File: src/rtl/id_scoreboard_if.sv
// Decode/writeback hazard-tracking bundle between the pipeline and id_scoreboard.
// The master drives ID/WB/flush status; the slave (scoreboard) returns the stall and debug outputs.
interface id_scoreboard_if #(
    parameter int TOT_W = 6
);
    logic             ds_valid;
    logic [4:0]       ds_rs1;
    logic             ds_rs1_en;
    logic [4:0]       ds_rs2;
    logic             ds_rs2_en;
    logic [4:0]       ds_dest;
    logic             ds_rf_we;
    logic             ds_issue;
    logic             wb_valid;
    logic             wb_rf_we;
    logic [4:0]       wb_dest;
    logic             flush;
    logic             ds_stall;
    logic [TOT_W-1:0] inflight;
    logic             sb_err;

    modport master (
        output ds_valid, ds_rs1, ds_rs1_en, ds_rs2, ds_rs2_en, ds_dest, ds_rf_we, ds_issue,
        output wb_valid, wb_rf_we, wb_dest, flush,
        input  ds_stall, inflight, sb_err
    );

    modport slave (
        input  ds_valid, ds_rs1, ds_rs1_en, ds_rs2, ds_rs2_en, ds_dest, ds_rf_we, ds_issue,
        input  wb_valid, wb_rf_we, wb_dest, flush,
        output ds_stall, inflight, sb_err
    );
endinterface

File: src/rtl/id_scoreboard.sv
// GPR write scoreboard: per-register pending-write counters that drive the decode-stage stall.
// Optional macro SB_WB_BYPASS_EN: a source retiring in WB this cycle no longer stalls ID.
module id_scoreboard #(
    parameter int NREG  = 32,
    parameter int CNT_W = 2,
    parameter int TOT_W = 6
) (
    input logic           clk,
    input logic           resetn,
    id_scoreboard_if.slave sb
);

`ifdef SB_WB_BYPASS_EN
    localparam bit BYPASS = 1'b1;
`else
    localparam bit BYPASS = 1'b0;
`endif

    localparam logic [CNT_W-1:0] CNT_MAX = '1;
    localparam logic [TOT_W-1:0] TOT_MAX = '1;

    logic [CNT_W-1:0] cnt [NREG];
    logic [TOT_W-1:0] inflight_q;
    logic             sb_err_q;

    logic inc, dec, same_reg, inc_ok, dec_ok, err_set;
    logic ret_rs1, ret_rs2, ret_dest;
    logic hit1, hit2, full, stall;

    // Saturating helpers: counters never wrap in either direction.
    function automatic logic [CNT_W-1:0] cnt_sat_dec(input logic [CNT_W-1:0] c, input logic en);
        return (en && c != '0) ? c - 1'b1 : c;
    endfunction

    function automatic logic [TOT_W-1:0] tot_step(input logic [TOT_W-1:0] t,
                                                  input logic up, input logic down);
        logic [TOT_W-1:0] r;
        r = t;
        if (up && !down && t != TOT_MAX)
            r = t + 1'b1;
        else if (down && !up && t != '0)
            r = t - 1'b1;
        return r;
    endfunction

    always_comb begin
        inc      = sb.ds_issue & sb.ds_rf_we & (sb.ds_dest != 5'd0);
        dec      = sb.wb_valid & sb.wb_rf_we & (sb.wb_dest != 5'd0);
        same_reg = inc & dec & (sb.ds_dest == sb.wb_dest);
        inc_ok   = inc & ~same_reg & (cnt[sb.ds_dest] != CNT_MAX);
        dec_ok   = dec & ~same_reg & (cnt[sb.wb_dest] != '0);

        // Retiring-this-cycle qualifiers only matter when WB write-through bypass is built in.
        ret_rs1  = BYPASS & dec & (sb.wb_dest == sb.ds_rs1);
        ret_rs2  = BYPASS & dec & (sb.wb_dest == sb.ds_rs2);
        ret_dest = BYPASS & dec & (sb.wb_dest == sb.ds_dest);

        hit1  = sb.ds_rs1_en & (sb.ds_rs1 != 5'd0) & (cnt_sat_dec(cnt[sb.ds_rs1], ret_rs1) != '0);
        hit2  = sb.ds_rs2_en & (sb.ds_rs2 != 5'd0) & (cnt_sat_dec(cnt[sb.ds_rs2], ret_rs2) != '0);
        full  = sb.ds_rf_we & (sb.ds_dest != 5'd0) &
                (cnt_sat_dec(cnt[sb.ds_dest], ret_dest) == CNT_MAX);
        stall = sb.ds_valid & (hit1 | hit2 | full);

        // Counter misuse is ignored on a flush cycle since the flush discards the state anyway.
        err_set = (sb.ds_issue & stall) |
                  (~sb.flush & inc & ~same_reg & (cnt[sb.ds_dest] == CNT_MAX)) |
                  (~sb.flush & dec & ~same_reg & (cnt[sb.wb_dest] == '0));
    end

    always_ff @(posedge clk or negedge resetn) begin
        if (!resetn) begin
            for (int r = 0; r < NREG; r++)
                cnt[r] <= '0;
            inflight_q <= '0;
            sb_err_q   <= 1'b0;
        end else begin
            if (err_set)
                sb_err_q <= 1'b1;
            if (sb.flush) begin
                for (int r = 0; r < NREG; r++)
                    cnt[r] <= '0;
                inflight_q <= '0;
            end else begin
                // inc_ok and dec_ok never target the same register, so both updates can land.
                if (inc_ok)
                    cnt[sb.ds_dest] <= cnt[sb.ds_dest] + 1'b1;
                if (dec_ok)
                    cnt[sb.wb_dest] <= cnt[sb.wb_dest] - 1'b1;
                inflight_q <= tot_step(inflight_q, inc_ok, dec_ok);
            end
        end
    end

    assign sb.ds_stall = stall;
    assign sb.inflight = inflight_q;
    assign sb.sb_err   = sb_err_q;

endmodule

File: src/flat_wrapper.sv
// flat-port wrapper written by rule: the top's interface ports become plain ports
module id_scoreboard_flat 
#(
    parameter int NREG  = 32,
    parameter int CNT_W = 2,
    parameter int TOT_W = 6
)
  (clk, resetn, sb_ds_valid, sb_ds_rs1, sb_ds_rs1_en, sb_ds_rs2, sb_ds_rs2_en, sb_ds_dest, sb_ds_rf_we, sb_ds_issue, sb_wb_valid, sb_wb_rf_we, sb_wb_dest, sb_flush, sb_ds_stall, sb_inflight, sb_sb_err);
  id_scoreboard_if #(.TOT_W(TOT_W)) sb_i ();
  input logic clk;
  input logic resetn;
  input wire logic [$bits(sb_i.ds_valid)-1:0] sb_ds_valid;
  input wire logic [$bits(sb_i.ds_rs1)-1:0] sb_ds_rs1;
  input wire logic [$bits(sb_i.ds_rs1_en)-1:0] sb_ds_rs1_en;
  input wire logic [$bits(sb_i.ds_rs2)-1:0] sb_ds_rs2;
  input wire logic [$bits(sb_i.ds_rs2_en)-1:0] sb_ds_rs2_en;
  input wire logic [$bits(sb_i.ds_dest)-1:0] sb_ds_dest;
  input wire logic [$bits(sb_i.ds_rf_we)-1:0] sb_ds_rf_we;
  input wire logic [$bits(sb_i.ds_issue)-1:0] sb_ds_issue;
  input wire logic [$bits(sb_i.wb_valid)-1:0] sb_wb_valid;
  input wire logic [$bits(sb_i.wb_rf_we)-1:0] sb_wb_rf_we;
  input wire logic [$bits(sb_i.wb_dest)-1:0] sb_wb_dest;
  input wire logic [$bits(sb_i.flush)-1:0] sb_flush;
  output wire logic [$bits(sb_i.ds_stall)-1:0] sb_ds_stall;
  output wire logic [$bits(sb_i.inflight)-1:0] sb_inflight;
  output wire logic [$bits(sb_i.sb_err)-1:0] sb_sb_err;
  assign sb_i.ds_valid = sb_ds_valid;
  assign sb_i.ds_rs1 = sb_ds_rs1;
  assign sb_i.ds_rs1_en = sb_ds_rs1_en;
  assign sb_i.ds_rs2 = sb_ds_rs2;
  assign sb_i.ds_rs2_en = sb_ds_rs2_en;
  assign sb_i.ds_dest = sb_ds_dest;
  assign sb_i.ds_rf_we = sb_ds_rf_we;
  assign sb_i.ds_issue = sb_ds_issue;
  assign sb_i.wb_valid = sb_wb_valid;
  assign sb_i.wb_rf_we = sb_wb_rf_we;
  assign sb_i.wb_dest = sb_wb_dest;
  assign sb_i.flush = sb_flush;
  assign sb_ds_stall = sb_i.ds_stall;
  assign sb_inflight = sb_i.inflight;
  assign sb_sb_err = sb_i.sb_err;
  id_scoreboard #(.NREG(NREG), .CNT_W(CNT_W), .TOT_W(TOT_W)) u_core (.clk(clk), .resetn(resetn), .sb(sb_i));
endmodule
File: config.mk
export PLATFORM = sky130hd
export DESIGN_NAME = id_scoreboard_flat
export DESIGN_NICKNAME = d
export VERILOG_FILES = /design/src/rtl/id_scoreboard_if.sv /design/src/rtl/id_scoreboard.sv /design/src/flat_wrapper.sv
export SDC_FILE = /design/constraint.sdc
export NUM_CORES = 1
export LEC_CHECK = 0
export CAP_MARGIN = 20
export CORE_AREA = 5 5 119 121
export DETAILED_ROUTE_END_ITERATION = 8
export DIE_AREA = 0 0 124 126
export HOLD_SLACK_MARGIN = 0.06
export MAX_ROUTING_LAYER = met4
export PLACE_DENSITY = 0.66
export SYNTH_ARGS = -nofsm -noshare
export SYNTH_HDL_FRONTEND = slang
export SYNTH_SLANG_ARGS = --single-unit
File: constraint.sdc
create_clock -name clk -period 13.8 [get_ports clk]
set_clock_uncertainty 0.05 [all_clocks]
set_input_delay 2.76 -clock clk [delete_from_list [all_inputs] [get_ports clk]]
set_output_delay 2.76 -clock clk [all_outputs]
set_load 0.005 [all_outputs]
==> flow_summary.ini, run 1 <==
[logic_synthesis]
synth_cell_types = 60
syn_nets = 686
synth_area_sq_um = 6060
avgSynthCellArea_sq_um = 9.34
synth_enable_flop_cells = 0
synth-main-ff-cell = dfrtp_1
synthArstFlopShare = 1.00
synth-seq-cells = 71
syn_inst = 649
ys_seq_area_frac = 0.293
ys_warn_count = 0

[clock_network]
cts_tree = done
clock_latency_ps = 340
htreeDepth = 3
cts_setup_buffers = 0
post_cts_resized = 0
clk_pin_slew_ps = 50
cts_root_buffer = clkbuf_16
cts-buffers-inserted = 9
cts_num_sinks = 71
hold_buffers = 0
cts_buffer_depth = 2

[critical_path]
critPathCaptureType = output pin
crit_path_start_kind = primary input
critical_path_class = primary input to output pin
rrSetupSlack_ps = 8790
crit_path_max_fanout = 24
critPathArrivalTime_ps = 6190
timing.rr.start = u_core.cnt[0]
required_ps = 10990
startpoint = sb_ds_dest[0]

[finish]
fin_cells = 834
area_growth_syn_to_layout_pct = 12.9
antenna_cells = 0
nets = 691
drive_above_1_share = 0.181

[floorplan]
dieArea_sq_um = 15600
io-pin-count = 38
die_h_microns = 126
initial_core_util = 0.467
die_w_microns = 124
core-area_sq_um = 13000
num_rows = 42

[pwr]
swShare = 0.260
clockPowerShare = 0.459
p_leak_nw = 2.64
p_sw_mw = 0.143
power_mw = 0.549
sequentialPowerShare = 0.390
p_int_mw = 0.406
power_frac_comb = 0.150
power_density_nw_per_um2 = 80.1
ir_drop_uv = 46.9

[sta]
finalSetupTns_ps = 0
timing.final.crit_period_ps = 9000
hold_viol = 0
setup_violations = 0
worst_pin_slew_ps = 1100
finalCritPeriodShare = 0.652
rsz0062_at_grt = false
report.final.slew_viol_count = 0
fmax_mhz = 111
max-slew-margin-rel = 0.267

[route]
vias = 5648
routed_via_density = 6.77
first_iter_violations = 696
wire_per_inst_microns = 24.0
wl_microns = 20000
post-route-drc-count = 0
ant_nets = 0
drtPass1Iterations = 7

[placement]
io_buffers = 37
gp_congestion = 0.982
placed_cells = 819
dp_hpwl_microns = 13700

[global_route]
grt_usage = 0.270
antenna_found_initial = 0
grt_pass1_vias = 5614
grt_pass1_wl_microns = 31400
overflow = 0
grt_max_degree = 72

[worst_hold_path]
min_from = u_core.sb.sb_err
min_path_type = flop to flop

[run]
max_cap_violations = 0

[outcome]
outcome = complete, no violations
==> worst max-delay path: stages <==
cell and delay, ps:
clkdlybuf4s50_1 450, buf_4 350, mux4_2 550, a22o_1 250
a221oi_1 200, and3_1 210, inv_1 50, ha_1 260
o311a_1 150, a221oi_1 390, nor2b_1 90, clkdlybuf4s50_1 460
==> synthesized netlist by cell type, drive strengths merged (2+ instances only) <==
master	n	share of area
nor3b	5	0.0070
or3	3	0.0039
o22ai	2	0.0021
buf	20	0.016
a22o	2	0.0029
o21ai	9	0.0074
a2111oi	2	0.0029
a221oi	2	0.0029
inv	16	0.0099
a22oi	6	0.0074
mux4	45	0.17
a21o	2	0.0025
xnor2	4	0.0058
nor2	104	0.065
a211oi	58	0.072
or4	2	0.0025
o21a	2	0.0025
mux2i	18	0.030
nand4	5	0.0052
mux2	31	0.058
a31oi	5	0.0076
a21oi	17	0.014
dfrtp	71	0.29
ha	6	0.012
or2	4	0.0041
clkbuf	35	0.022
xor2	6	0.0087
o311a	3	0.0068
nand2	25	0.015
nand3	13	0.011
and3	32	0.033
nor4	3	0.0041
nand3b	5	0.0068
nor3	56	0.047
and3b	2	0.0029
a32o	2	0.0033
a311oi	4	0.0068
or3b	2	0.0029
nor2b	11	0.011
==> layout make-up <==
class / instances / area, sq um
Tap cell: 176 / 220
Timing Repair Buffer: 49 / 454
Clock buffer: 11 / 243
Clock inverter: 4 / 70.1
Inverter: 16 / 60.1
Multi-Input combinational cell: 507 / 4020
Fill cell: 1174 / 6130
Sequential cell: 71 / 1780
==> path summary, 6_finish.rpt <==
kind | to | cells after the start
setup / recovery | sb_ds_stall | 12
hold / removal | u_core.sb.sb_err | 2
setup reg to reg | u_core.sb.inflight[5] | 18
hold reg to reg | u_core.sb.sb_err | 2
max in group asynchronous | u_core.cnt[12] | 2
min in group asynchronous | u_core.cnt[43] | 2
==> layer usage <==
layer  wire (microns)  GRT usage  up-vias
met5                0          -        -
met4              724      0.104        0
met3             1840     0.0691       54
met2             9000      0.387      327
met1             8420      0.367     2791
li1                 -          -     2476
==> cells by family after synthesis <==
group,after synthesis,share of synthesized area
AOI/OAI and AO/OA,123,0.152
and+or+nand+nor,273,0.223
DFF,71,0.293
xor gates and xnor gates,10,0.0144
muxes,94,0.254
adders and majority gates,7,0.0157
buffers and inverters,71,0.0472
==> power groups by stage <==
stage	Sequential (mW)	Clock (mW)	Combinational, mW
floorplan	0.217	0	0.0499
global placement	0.218	0	0.0793
detailed placement	0.218	0	0.0815
CTS	0.214	0.253	0.0819
global route	0.214	0.268	0.0890
finish	0.214	0.252	0.0824
==> flip-flops by register name (all words and copies together) (netlist names) <==
signal	flops
u_core.sb.inflight	6
u_core.sb.sb_err	1
u_core.cnt	64
==> through the flow <==
step                hold slack (ps)   util  setup WS [ps]  cell area (sq um)
floorplan                       417      -           5750               6060
global placement                432  0.503           4890               6520
detailed placement              431  0.503           4780               6530
CTS                             443  0.527           4770               6850
global route                    477  0.527           4520               6850
finish                          433  0.527           4800               6850
==> layout by cell type, fill, tap and decap left out, types with 3 or more instances in the layout <==
cell type	count
mux4_2	45
a22oi_1	6
a311oi_2	3
nand2_1	25
mux2i_1	18
nand3b_1	4
buf_4	11
xor2_1	6
nand4_1	5
clkdlybuf4s50_1	35
a211oi_1	58
nor2b_1	11
nand3_1	13
dfrtp_1	71
mux2_2	29
nor3b_1	4
and3_1	32
nor3_1	55
inv_1	16
o21ai_0	9
clkbuf_16	9
a21oi_1	17
ha_1	6
xnor2_1	4
a31oi_1	4
nor2_1	102
(Power assumes the default switching activity.)
==> run 2, diff against run 1 <==
==> constraint.sdc (replaced) <==
create_clock -name clk -period 8.5 [get_ports clk]
set_clock_uncertainty 0.05 [all_clocks]
set_input_delay 1.7 -clock clk [delete_from_list [all_inputs] [get_ports clk]]
set_output_delay 1.7 -clock clk [all_outputs]
set_load 0.005 [all_outputs]
==> run 2 against run 1 <==
  * Utilization is 0.18 points higher
  * Non-clock buffer count increased by 3
  * Sequential power increased by 63%
  * Power is 59% higher
  * Clock-buffer cell count unchanged
  * First-iteration DRC count is 5.7% lower
  * Combinational power increased by 66%
  * Cell area rose by 0.35%
  * Clock power grew 54%
  * Critical path depth decreased by 1
  * Critical endpoint unchanged
  * Largest power group unchanged
  * Highest routed layer unchanged
==> flow_summary.ini, run 2 (synthesis results as in run 1) <==
[sta]
setup_violations = 0
report.final.slew_viol_count = 0
finalSetupTns_ps = 0
whs_ps = 466
finalCritPeriodShare = 0.813
hold_viol = 0
worst_pin_slew_ps = 1060
timing.final.crit_period_ps = 6910
fmax_mhz = 145
max-slew-margin-rel = 0.295
fin_ws_ps = 1590
rsz0062_at_grt = false

[pwr]
p_int_mw = 0.638
ir_drop_uv = 67.2
swShare = 0.270
sequentialPowerShare = 0.398
power_mw = 0.874
p_sw_mw = 0.235
power_density_nw_per_um2 = 127
power_frac_comb = 0.157
p_leak_nw = 2.66
clockPowerShare = 0.445

[clock_network]
htreeDepth = 3
cts-buffers-inserted = 9
cts_buffer_depth = 2
cts_setup_buffers = 0
post_cts_resized = 0
clock_latency_ps = 350
cts_root_buffer = clkbuf_16
cts_num_sinks = 71
clk_pin_slew_ps = 60
cts_tree = done
hold_buffers = 0

[floorplan]
core-area_sq_um = 13000
die_w_microns = 124
die_h_microns = 126
io-pin-count = 38
num_rows = 42
initial_core_util = 0.467
dieArea_sq_um = 15600

[critical_path]
startpoint = sb_ds_dest[1]
critical_path_class = primary input to output pin
crit_path_start_kind = primary input
reg2reg_depth = 18
r2r_end = u_core.sb.inflight[5]
critPathArrivalTime_ps = 5160
required_ps = 6750
rrSetupSlack_ps = 3930
timing.rr.start = u_core.cnt[19]
crit_path_max_fanout = 15
critPathCaptureType = output pin

[run]
max_cap_violations = 0

[finish]
nets = 694
drive_above_1_share = 0.186
largest_reg_flops = 64
fin_cells = 837
final_common_cell = nor2_1
layout_common_cells = nor2_1, dfrtp_1, a211oi_1, nor3_1, mux4_2
antenna_cells = 0
area_growth_syn_to_layout_pct = 13.3
largest_register = u_core.cnt

[worst_hold_path]
min_path_type = flop to flop
min_to = u_core.sb.sb_err
worstHoldPathCells = 2
min_from = u_core.sb.sb_err

[route]
post-route-drc-count = 0
wl_microns = 20700
routed_via_density = 6.75
ant_nets = 0
vias = 5647
first_iter_violations = 656
wire_per_inst_microns = 24.8
drtPass1Iterations = 5

[global_route]
grt_pass1_wl_microns = 32600
grt_max_degree = 72
antenna_found_initial = 0
overflow = 0
grt_pass1_vias = 5587
grt_usage = 0.284

[placement]
placed_cells = 821
dp_hpwl_microns = 14300
post-place-ws_ps = 1210
io_buffers = 37
gp_congestion = 1.02

[outcome]
outcome = complete, no violations
run 2: cell types whose count changed in the layout (fill, tap and decap cells not counted):
cell and change:
buf_4 +3, bufinv_16 -1, clkinv_2 +1, buf_16 +1, clkbuf_8 +1, buf_6 -1, clkbuf_1 -1
run 2: per-layer routing:
layer	vias up	routed length, microns	track usage
li1	2479	-	-
met1	2811	8900	0.395
met2	325	9490	0.409
met3	32	1880	0.0664
met4	0	462	0.0941
met5	-	0	-
run 2: final cells by class:
| cell class | count | area [sq um] |
|---|---|---|
| Inverter | 16 | 60.1 |
| Sequential cell | 71 | 1780 |
| Multi-Input combinational cell | 507 | 4020 |
| Clock buffer | 11 | 253 |
| Clock inverter | 4 | 45.0 |
| Tap cell | 176 | 220 |
| Fill cell | 1194 | 6110 |
| Timing Repair Buffer | 52 | 493 |
run 2: power groups by stage:
stage                     Sequential, mW  Clock [mW]  Combinational [mW]
final                              0.348       0.389               0.137
after global routing               0.348       0.415               0.149
after CTS                          0.347       0.396               0.135
after detailed placement           0.353           0               0.134
after global placement             0.354           0               0.132
after floorplan                    0.352           0              0.0810
run 2: stage by stage:
step           instance area [sq um]   util
2_1_floorplan                   6060      -
3_3_place_gp                    6550  0.504
3_5_place_dp                    6550  0.504
4_1_cts                         6840  0.527
5_1_grt                         6870  0.529
6_report                        6870  0.529
run 2: worst max-delay path by stage:
stage	to	slack (ps)	depth (start not counted)
2_1_floorplan	u_core.sb.inflight[5]	2500	20
3_3_place_gp	sb_ds_stall	1310	11
3_5_place_dp	sb_ds_stall	1210	11
4_1_cts	sb_ds_stall	1210	11
5_1_grt	sb_ds_stall	1470	11
6_report	sb_ds_stall	1590	11
run 2: critical path, cell delays in order:
cell and delay (ps):
clkdlybuf4s50_1 970, mux4_2 420, a22o_1 250, a221oi_1 230
and3_1 220, inv_1 50, ha_1 270, o311a_1 150
a221oi_1 340, nor2b_1 90, clkdlybuf4s50_1 470
